$ cat src/rtl/cheshire_rst_boot_seq_if.sv
// rtl/cheshire_rst_boot_seq_if.sv - strap, warm-reset and per-domain reset bundle of the boot sequencer
interface cheshire_rst_boot_seq_if #(
    parameter int unsigned NumDomains    = 2,
    parameter int unsigned BootModeWidth = 2
);
    logic                     test_mode_i;
    logic [BootModeWidth-1:0] boot_mode_i;
    logic                     sw_rst_req_i;
    logic [BootModeWidth-1:0] boot_mode_o;
    logic                     boot_mode_valid_o;
    logic [NumDomains-1:0]    rst_no;
    logic                     seq_done_o;
    logic                     busy_o;

    modport master (
        input  test_mode_i, boot_mode_i, sw_rst_req_i,
        output boot_mode_o, boot_mode_valid_o, rst_no, seq_done_o, busy_o
    );

    modport slave (
        output test_mode_i, boot_mode_i, sw_rst_req_i,
        input  boot_mode_o, boot_mode_valid_o, rst_no, seq_done_o, busy_o
    );
endinterface

$ cat src/rtl/cheshire_rst_boot_seq.sv
// rtl/cheshire_rst_boot_seq.sv - boot-strap latch and staggered multi-domain reset sequencer
// CHESHIRE_RST_SEQ_BOOT_RESAMPLE_EN: a warm reset re-captures the boot straps before holding.
module cheshire_rst_boot_seq #(
    parameter int unsigned NumDomains    = 2,
    parameter int unsigned BootModeWidth = 2,
    parameter int unsigned SyncStages    = 2,
    parameter int unsigned HoldCycles    = 16,
    parameter int unsigned StaggerCycles = 8
) (
    input  logic                     clk_i,
    input  logic                     rst_ni,
    cheshire_rst_boot_seq_if.master  bus
);
    localparam int unsigned MaxHs  = (HoldCycles > StaggerCycles) ? HoldCycles : StaggerCycles;
    localparam int unsigned MaxCnt = (MaxHs > SyncStages) ? MaxHs : SyncStages;
    localparam int unsigned CntW   = $clog2(MaxCnt + 1);
    localparam int unsigned IdxW   = (NumDomains > 1) ? $clog2(NumDomains) : 1;

    typedef enum logic [1:0] {SAMPLE, HOLD, RELEASE, RUN} state_e;

    state_e                                       state_q, state_d;
    logic [CntW-1:0]                              cnt_q, cnt_d;
    logic [IdxW-1:0]                              idx_q, idx_d;
    logic [SyncStages-2:0][BootModeWidth-1:0]     bm_sync_q, bm_sync_d;
    logic [SyncStages-2:0]                        req_sync_q, req_sync_d;
    logic [BootModeWidth-1:0]                     boot_mode_q, boot_mode_d;
    logic                                         valid_q, valid_d;
    logic [NumDomains-1:0]                        rst_q, rst_d;
    logic                                         done_q, done_d;
    logic                                         busy_q, busy_d;
    logic                                         req;

    // The consuming register (boot_mode_q or the FSM) is the last synchroniser stage.
    assign req = req_sync_q[SyncStages-2];

    always_comb begin
        state_d     = state_q;
        cnt_d       = cnt_q;
        idx_d       = idx_q;
        boot_mode_d = boot_mode_q;
        valid_d     = valid_q;
        rst_d       = rst_q;
        done_d      = done_q;
        busy_d      = busy_q;

        bm_sync_d     = bm_sync_q;
        req_sync_d    = req_sync_q;
        bm_sync_d[0]  = bus.boot_mode_i;
        req_sync_d[0] = bus.sw_rst_req_i;
        for (int i = 1; i < int'(SyncStages) - 1; i++) begin
            bm_sync_d[i]  = bm_sync_q[i-1];
            req_sync_d[i] = req_sync_q[i-1];
        end

        case (state_q)
            SAMPLE: begin
                if (cnt_q == CntW'(SyncStages - 1)) begin
                    boot_mode_d = bm_sync_q[SyncStages-2];
                    valid_d     = 1'b1;
                    state_d     = HOLD;
                    cnt_d       = '0;
                end else begin
                    cnt_d = cnt_q + CntW'(1);
                end
            end
            HOLD: begin
                if (req) begin
                    cnt_d = '0;
                end else if (cnt_q == CntW'(HoldCycles - 1)) begin
                    rst_d[0] = 1'b1;
                    cnt_d    = '0;
                    idx_d    = IdxW'(1);
                    if (NumDomains == 1) begin
                        state_d = RUN;
                        done_d  = 1'b1;
                        busy_d  = 1'b0;
                    end else begin
                        state_d = RELEASE;
                    end
                end else begin
                    cnt_d = cnt_q + CntW'(1);
                end
            end
            RELEASE: begin
                if (req) begin
                    rst_d   = '0;
                    state_d = HOLD;
                    cnt_d   = '0;
                end else if (cnt_q == CntW'(StaggerCycles - 1)) begin
                    rst_d[idx_q] = 1'b1;
                    cnt_d        = '0;
                    if (idx_q == IdxW'(NumDomains - 1)) begin
                        state_d = RUN;
                        done_d  = 1'b1;
                        busy_d  = 1'b0;
                    end else begin
                        idx_d = idx_q + IdxW'(1);
                    end
                end else begin
                    cnt_d = cnt_q + CntW'(1);
                end
            end
            RUN: begin
                if (req) begin
                    rst_d  = '0;
                    done_d = 1'b0;
                    busy_d = 1'b1;
                    cnt_d  = '0;
`ifdef CHESHIRE_RST_SEQ_BOOT_RESAMPLE_EN
                    valid_d = 1'b0;
                    state_d = SAMPLE;
`else
                    state_d = HOLD;
`endif
                end
            end
            default: begin
                state_d = SAMPLE;
                cnt_d   = '0;
            end
        endcase
    end

    always_ff @(posedge clk_i or negedge rst_ni) begin
        if (!rst_ni) begin
            state_q     <= SAMPLE;
            cnt_q       <= '0;
            idx_q       <= '0;
            bm_sync_q   <= '0;
            req_sync_q  <= '0;
            boot_mode_q <= '0;
            valid_q     <= 1'b0;
            rst_q       <= '0;
            done_q      <= 1'b0;
            busy_q      <= 1'b1;
        end else begin
            state_q     <= state_d;
            cnt_q       <= cnt_d;
            idx_q       <= idx_d;
            bm_sync_q   <= bm_sync_d;
            req_sync_q  <= req_sync_d;
            boot_mode_q <= boot_mode_d;
            valid_q     <= valid_d;
            rst_q       <= rst_d;
            done_q      <= done_d;
            busy_q      <= busy_d;
        end
    end

    // Test mode is a plain mux so the pin reset reaches every domain without a clock.
    assign bus.rst_no            = bus.test_mode_i ? {NumDomains{rst_ni}} : rst_q;
    assign bus.boot_mode_o       = boot_mode_q;
    assign bus.boot_mode_valid_o = valid_q;
    assign bus.seq_done_o        = done_q;
    assign bus.busy_o            = busy_q;
endmodule

$ cat src/flat_wrapper.sv
// flat-port wrapper written by rule: the top's interface ports become plain ports
module cheshire_rst_boot_seq_flat 
#(
    parameter int unsigned NumDomains    = 2,
    parameter int unsigned BootModeWidth = 2,
    parameter int unsigned SyncStages    = 2,
    parameter int unsigned HoldCycles    = 16,
    parameter int unsigned StaggerCycles = 8
)
  (clk_i, rst_ni, bus_test_mode_i, bus_boot_mode_i, bus_sw_rst_req_i, bus_boot_mode_o, bus_boot_mode_valid_o, bus_rst_no, bus_seq_done_o, bus_busy_o);
  cheshire_rst_boot_seq_if #(.NumDomains(NumDomains), .BootModeWidth(BootModeWidth)) bus_i ();
  input  logic clk_i;
  input  logic rst_ni;
  input wire logic [$bits(bus_i.test_mode_i)-1:0] bus_test_mode_i;
  input wire logic [$bits(bus_i.boot_mode_i)-1:0] bus_boot_mode_i;
  input wire logic [$bits(bus_i.sw_rst_req_i)-1:0] bus_sw_rst_req_i;
  output wire logic [$bits(bus_i.boot_mode_o)-1:0] bus_boot_mode_o;
  output wire logic [$bits(bus_i.boot_mode_valid_o)-1:0] bus_boot_mode_valid_o;
  output wire logic [$bits(bus_i.rst_no)-1:0] bus_rst_no;
  output wire logic [$bits(bus_i.seq_done_o)-1:0] bus_seq_done_o;
  output wire logic [$bits(bus_i.busy_o)-1:0] bus_busy_o;
  assign bus_i.test_mode_i = bus_test_mode_i;
  assign bus_i.boot_mode_i = bus_boot_mode_i;
  assign bus_i.sw_rst_req_i = bus_sw_rst_req_i;
  assign bus_boot_mode_o = bus_i.boot_mode_o;
  assign bus_boot_mode_valid_o = bus_i.boot_mode_valid_o;
  assign bus_rst_no = bus_i.rst_no;
  assign bus_seq_done_o = bus_i.seq_done_o;
  assign bus_busy_o = bus_i.busy_o;
  cheshire_rst_boot_seq #(.NumDomains(NumDomains), .BootModeWidth(BootModeWidth), .SyncStages(SyncStages), .HoldCycles(HoldCycles), .StaggerCycles(StaggerCycles)) u_core (.clk_i(clk_i), .rst_ni(rst_ni), .bus(bus_i));
endmodule
$ cat config.mk
export PLATFORM = sky130hd
export DESIGN_NAME = cheshire_rst_boot_seq_flat
export DESIGN_NICKNAME = d
export VERILOG_FILES = /design/src/rtl/cheshire_rst_boot_seq_if.sv /design/src/rtl/cheshire_rst_boot_seq.sv /design/src/flat_wrapper.sv
export SDC_FILE = /design/constraint.sdc
export NUM_CORES = 1
export LEC_CHECK = 0
export BUFFER_PORTS_ARGS = -buffer_cell sky130_fd_sc_hd__buf_2
export CAP_MARGIN = 20
export CORE_MARGIN = 5
export CORE_UTILIZATION = 50
export DETAILED_ROUTE_END_ITERATION = 7
export HOLD_SLACK_MARGIN = 0.1
export PLACE_DENSITY = 0.73
export REMOVE_ABC_BUFFERS = 1
export SYNTH_ARGS = -nofsm -noshare
export SYNTH_HDL_FRONTEND = slang
export SYNTH_SLANG_ARGS = --single-unit
$ cat constraint.sdc
create_clock -name clk_i -period 1.6 [get_ports clk_i]
set_input_delay 0.24 -clock clk_i [delete_from_list [all_inputs] [get_ports clk_i]]
set_output_delay 0.24 -clock clk_i [all_outputs]
set_load 0.01 [all_outputs]
### After elaboration in Yosys (flattened, before gate mapping)

Index checks and enable logic that the tools add are counted.

| word-level totals | value |
|---|---|
| word-level logic and storage cells | 81 |
| output and inout port bits | 7 |
| register bits after elaboration | 18 |
| bits of input ports | 6 |

| operators by class | value |
|---|---|
| magnitude comparators | 2 |
| muxes and demuxes | 39 |
| bitwise operators | 1 |
| $add $sub $neg | 2 |
| equality and inequality tests | 15 |
| reductions and logical operators | 11 |

Operator list:

| kind | count |
|---|---|
| two-way mux 5 bit | 6 |
| two-way mux 2 bit | 11 |
| case mux 5 bit (4 select lines) | 1 |
| AND reduction 5 bit | 3 |
| two-way mux 1 bit | 14 |
| != test 2 x 1 -> 1 bit (second input constant) | 5 |
| case mux 1 bit (2 select lines) | 4 |
| case mux 2 bit (4 select lines) | 1 |
| != test 3 x 1 -> 1 bit (second input constant) | 2 |
| AND reduction 6 bit | 1 |
| adder 5 x 1 -> 5 bit (second input constant) | 1 |
| == test 5 x 1 -> 1 bit (second input constant) | 1 |
| == test 5 x 3 -> 1 bit (second input constant) | 1 |
| == test 5 x 4 -> 1 bit (second input constant) | 1 |
| == test 2 bit (second input constant) | 2 |
| != test 2 bit (second input constant) | 2 |
| nonzero test 2 bit | 2 |
| case mux 1 bit (3 select lines) | 1 |
| AND reduction 3 bit | 1 |
| nonzero test 3 bit | 1 |
| == test 2 x 1 -> 1 bit (second input constant) | 1 |
| logical NOT 2 bit | 1 |
| less-than comparator 1 x 2 -> 1 bit (second input constant) | 1 |
| bitwise OR 2 bit | 1 |
| other kinds (5) | 5 |

### Depth between registers and ports, before layout

| logic depth | value |
|---|---|
| depth after elaboration | 8 |
| mapped depth | 8 |
| gate-level depth less buffers | 8 |

### Least setup slack after synthesis

No wires, ideal clock.

| path | value |
|---|---|
| path type | register to register |
| start | register u_core.cnt_q[0] |
| end | register u_core.rst_q[0] |
| slack | -0.106 ns |
| cell stages (with the launch flop) | 9 |
| setup time | 0.104 ns |
| buffers on the path | 0 |
| required time | 1.496 ns |
| period minus slack after synthesis | 1.706 ns |
| arrival | 1.602 ns |
| cell sequence | dfrtp_1 ha_1 nand3_1 inv_1 ha_1 inv_1 o21ai_0 a32o_1 a221oi_1 |

| on the way | value |
|---|---|
| longest elaborated chain between the ends | 3 |
| elaborated cells on any way between the ends | 5 |
| classes of those cells | 4 x eq/ne; 1 x reduce/logical |

RTL lines:

| what | line | source |
|---|---|---|
| start: declaration | cheshire_rst_boot_seq.sv:22 | `logic [CntW-1:0] cnt_q, cnt_d;` |
| start signal: assignment | cheshire_rst_boot_seq.sv:138 | `cnt_q <= cnt_d;` |
| == test 5 x 3 -> 1 bit or == test 5 x 4 -> 1 bit (tied branches) | cheshire_rst_boot_seq.sv:89, cheshire_rst_boot_seq.sv:69 |  |
| != test 3 x 1 -> 1 bit (no line) or != test 2 x 1 -> 1 bit (tied branches) | -- |  |
| AND reduction 5 bit (no line) (*) | -- |  |
| end signal: assignment | cheshire_rst_boot_seq.sv:144 | `rst_q <= rst_d;` |
| end: declaration | cheshire_rst_boot_seq.sv:28 | `logic [NumDomains-1:0] rst_q, rst_d;` |

Mark *: on every way between the ends. The rest lies on a longest branch, timed or not.
A chain may end at the register's enable or synchronous reset.

### Worst setup path in the final report

| path | value |
|---|---|
| start | register u_core.cnt_q[1] |
| end | register u_core.state_q[1] |

| on the way | value |
|---|---|
| longest elaborated chain between the ends | 3 |
| elaborated cells on any way between the ends | 7 |
| classes of those cells | 6 x eq/ne; 1 x reduce/logical |

RTL lines:

| what | line | source |
|---|---|---|
| == test 5 x 3 -> 1 bit, or another cell as far along | cheshire_rst_boot_seq.sv:89 | `end else if (cnt_q == CntW'(StaggerCycles - 1)) begin` |
| != test 3 x 1 -> 1 bit (no line) or != test 2 x 1 -> 1 bit (tied branches) | -- |  |
| AND reduction 6 bit (no line) (*) | -- |  |
| end signal: assignment | cheshire_rst_boot_seq.sv:137 | `state_q <= state_d;` |
| end: declaration | cheshire_rst_boot_seq.sv:21 | `state_e state_q, state_d;` |

Marks and branches as above.

==> impl_summary.log <==
[metrics] result of the run: complete, but fails checks
[metrics] violations in the final reports: negative setup slack
[metrics] Pre-antenna DRT Iters: 4
[metrics] library cells used by synthesis: 42
[metrics] insertion delay to the later sink of the worst-skew pair: roughly 0.32 ns
[metrics] Layout Nets: 161
[metrics] worst slew slack as a fraction of its limit: 73.3%
[metrics] top fanout value on the critical path: 3
[metrics] cells taking the most area after synthesis: dfrtp_1, ha_1, inv_1, o21ai_0, dfstp_2
[metrics] sequential element share of the synthesized area: a little over two fifths
[metrics] detailed-route vias per instance: 5.61
[metrics] number of enable flip-flop cells after synthesis: 0
[metrics] worst vdd rail ir drop: between 0.9 and 1 mV
[metrics] Top Ports: 13
[metrics] power share of the clock group: around an eighth
[metrics] placeable core area: 0.00200 mm^2
[metrics] endpoint arrival time on the critical path: around 2 ns
[metrics] Worst-Margin Slew: approximately 0.4 ns
[metrics] count of yosys warnings during synthesis: 0
[metrics] clock transition at the registers of the reported paths: 0.11 ns
[metrics] number of failing hold endpoints at the final stage: 0
[metrics] layout cell share with drive strength beyond 1: 45.1%
[metrics] fraction of synthesis flops using an asynchronous set or reset pin: between 90% and 100%
[metrics] flops & latches, synth: 18
[metrics] Die Outline Area: 0.00315 mm^2
[metrics] Sw Share: 40.4%
[metrics] CTS Buf Count: 3
[metrics] cell at the root of the clock tree: clkbuf_4
[metrics] clock tree buffer depth: 2
[metrics] leading cell types in the layout, fill and taps excluded: buf_4, dfrtp_1, buf_2, inv_1
[metrics] Storage cell area: 452 um^2
[metrics] routability congestion estimate from global placement: slightly above 0.8
[metrics] pre-CTS setup slack: -0.244 ns
[metrics] Initial Utilization: 53.2%
[metrics] number of vias after detailed routing: 960
[metrics] most used flip-flop cell after synthesis: dfrtp_1
[metrics] crit end category: flop
[metrics] final worst setup slack: -0.156 ns
[metrics] Post-Place Cells: 157
[metrics] largest net degree at the start of global routing: 19
[metrics] GRT Resource Usage Total: between 10% and 20%
[metrics] final cell count without fillers: 171
[metrics] DR DRC count: 0
[metrics] Max H-tree Level: 1
[metrics] Routed WL: 2.88 mm
[metrics] maxcap violations: 0
[metrics] first-pass GRT wire length: 4.47 mm
[metrics] relative contribution of combinational cells to total power: 57.5%
[metrics] Final Skew: 0.00225 ns
[metrics] via count of the first global-routing pass: 877
[metrics] min cycle time layout: ~1.8 ns
[metrics] Die Wd: 56.1 um
[metrics] row count: 16
[metrics] gate count of the mapped netlist: 105
[metrics] synthesized cell area: 0.00106 mm^2
[metrics] final count of negative-setup-slack endpoints: 8
[metrics] Startpoint Class: flop
[metrics] post-route setup TNS: -0.566 ns
[metrics] diodes inserted: 0
[metrics] final worst path period share: 110%
[metrics] DP HPWL: 1.80 mm
[metrics] mean post-synth cell area: approximately 10 um^2
[metrics] CTS tree: done
[metrics] leakage component of the power: 0.672 nW
[metrics] DRC marker count from the first detailed-route iteration: 27
[metrics] Reg power frac: 29.3%
[metrics] worst setup path category: flop to flop
[metrics] most frequent standard cell in the layout excluding fill and tap cells: buf_4
[metrics] antenna-violating nets left: 0
[metrics] maximum clock frequency: 570 MHz
[metrics] gr ovfl total: 0
[metrics] Die Height: 56.1 um
[metrics] area taken by multi-input logic gates: 656 um^2
[metrics] switching power: 0.000939 W
[metrics] Finished Core Util: 74.5%
[metrics] count of final max-slew check failures: 0
[metrics] biggest area consumer among synthesized cells: dfrtp_1
[metrics] Area growth, synth to finish: 40.1%
[metrics] RSZ-0062 raised after global routing: yes
[metrics] Internal Dissipation: roughly 0.0014 W
[metrics] clock sink count: 18
[metrics] antenna violations before repair: 0
[metrics] WL per Instance: approximately 17 um
[metrics] power density normalized to cell area: 1560 mW/mm^2
[metrics] fraction of post-synthesis cell area in the top cell type by area: between 30 and 40%
[metrics] total of buffers placed on input and output ports: 12
[metrics] worst hold-check path type: input pin to asynchronous set/reset pin
[metrics] data required time at the worst endpoint: 1.81 ns
[metrics] layout filler cell count: 143
-- cell type report --
class	instances	share of cell area, %
inverter	10	2.52
clock buffer	4	2.43
sequential	18	30.3
multi-input combinational	73	44.0
timing repair buffer	39	18.5
tap	27	2.27
-- worst max-delay path: stages (launching register included) --
cell	delay (ns)
dfrtp_1	0.42
inv_2	0.09
ha_4	0.13
or4b_4	0.48
a22oi_2	0.21
nand3_2	0.15
mux2i_1	0.15
-- final timing paths --
kind / from / end / slack [ns] / cells after the start
setup / recovery: u_core.cnt_q[1] / u_core.state_q[1] / -0.16 / 6
hold / removal: rst_ni / u_core.cnt_q[3] / 0.41 / 3
setup reg to reg: u_core.cnt_q[1] / u_core.state_q[1] / -0.16 / 6
hold reg to reg: u_core.bm_sync_q[0] / u_core.bus.boot_mode_o[0] / 0.50 / 1
max in group asynchronous: rst_ni / u_core.bus.busy_o / 0.93 / 3
min in group clk_i: u_core.bm_sync_q[0] / u_core.bus.boot_mode_o[0] / 0.50 / 1
-- layer usage --
metal | global-route usage [%] | vias up | share of wire, %
met5 | 0 | - | 0
met1 | 26.1 | 462 | 44
li1 | - | 455 | -
met4 | 8.14 | 0 | 2.6
met2 | 27.0 | 34 | 47
met3 | 4.41 | 9 | 6.3
-- flip-flops by register name, summed over array words and instances (netlist names) --
name	cells
u_core.bus.seq_done_o	1
u_core.bm_sync_q	2
u_core.state_q	2
u_core.bus.busy_o	1
u_core.idx_q	1
u_core.bus.boot_mode_o	2
u_core.cnt_q	5
u_core.req	1
u_core.bus.boot_mode_valid_o	1
u_core.rst_q	2
-- metrics by stage --
step | instance area (um^2) | power (W) | hold slack [ns]
6_report | 1490 | 0.00232 | 0.407
5_1_grt | 1490 | 0.00248 | 0.426
4_1_cts | 1440 | 0.00221 | 0.416
3_5_place_dp | 1270 | 0.00177 | 0.226
3_3_place_gp | 1270 | 0.00172 | 0.219
2_1_floorplan | 1050 | 0.00137 | -0.0556
-- logic make-up after synthesis --
group           synth area share [%]
buf+inv                         5.17
simple gates                    17.4
compound gates                  19.3
fa+ha+maj                       11.8
flops                           42.4
mux                             4.00
-- power by group through the flow --
| stage | logic (W) | clock network (W) | registers (W) |
|---|---|---|---|
| final | 0.00134 | 0.000306 | 0.000682 |
| after CTS | 0.00123 | 0.000305 | 0.000676 |
| after global routing | 0.00145 | 0.000335 | 0.000699 |
| after floorplan | 0.000665 | 0 | 0.000704 |
| after detailed placement | 0.00109 | 0 | 0.000685 |
| after global placement | 0.00105 | 0 | 0.000672 |
-- cell usage after synthesis, types with 2 or more instances --
library cell,instances
o21ai_0,7
nand2_1,5
ha_1,10
nor2b_1,4
o22ai_1,3
mux2_2,2
clkbuf_1,2
inv_1,10
mux2i_1,2
nand2b_1,4
a21oi_1,2
nor2_1,6
and3_1,2
a211o_1,2
dfrtp_1,17
-- timing repair --
item / CTS / global route
gates resized for setup: 16 / 9
hold endpoints to repair: 20 / 0
pin swaps: 4 / 3
hold buffers: 4 / 0
endpoints found under the setup margin: 12 / 14
buffers inserted: 4 / 2
(Power assumes the default switching activity.)
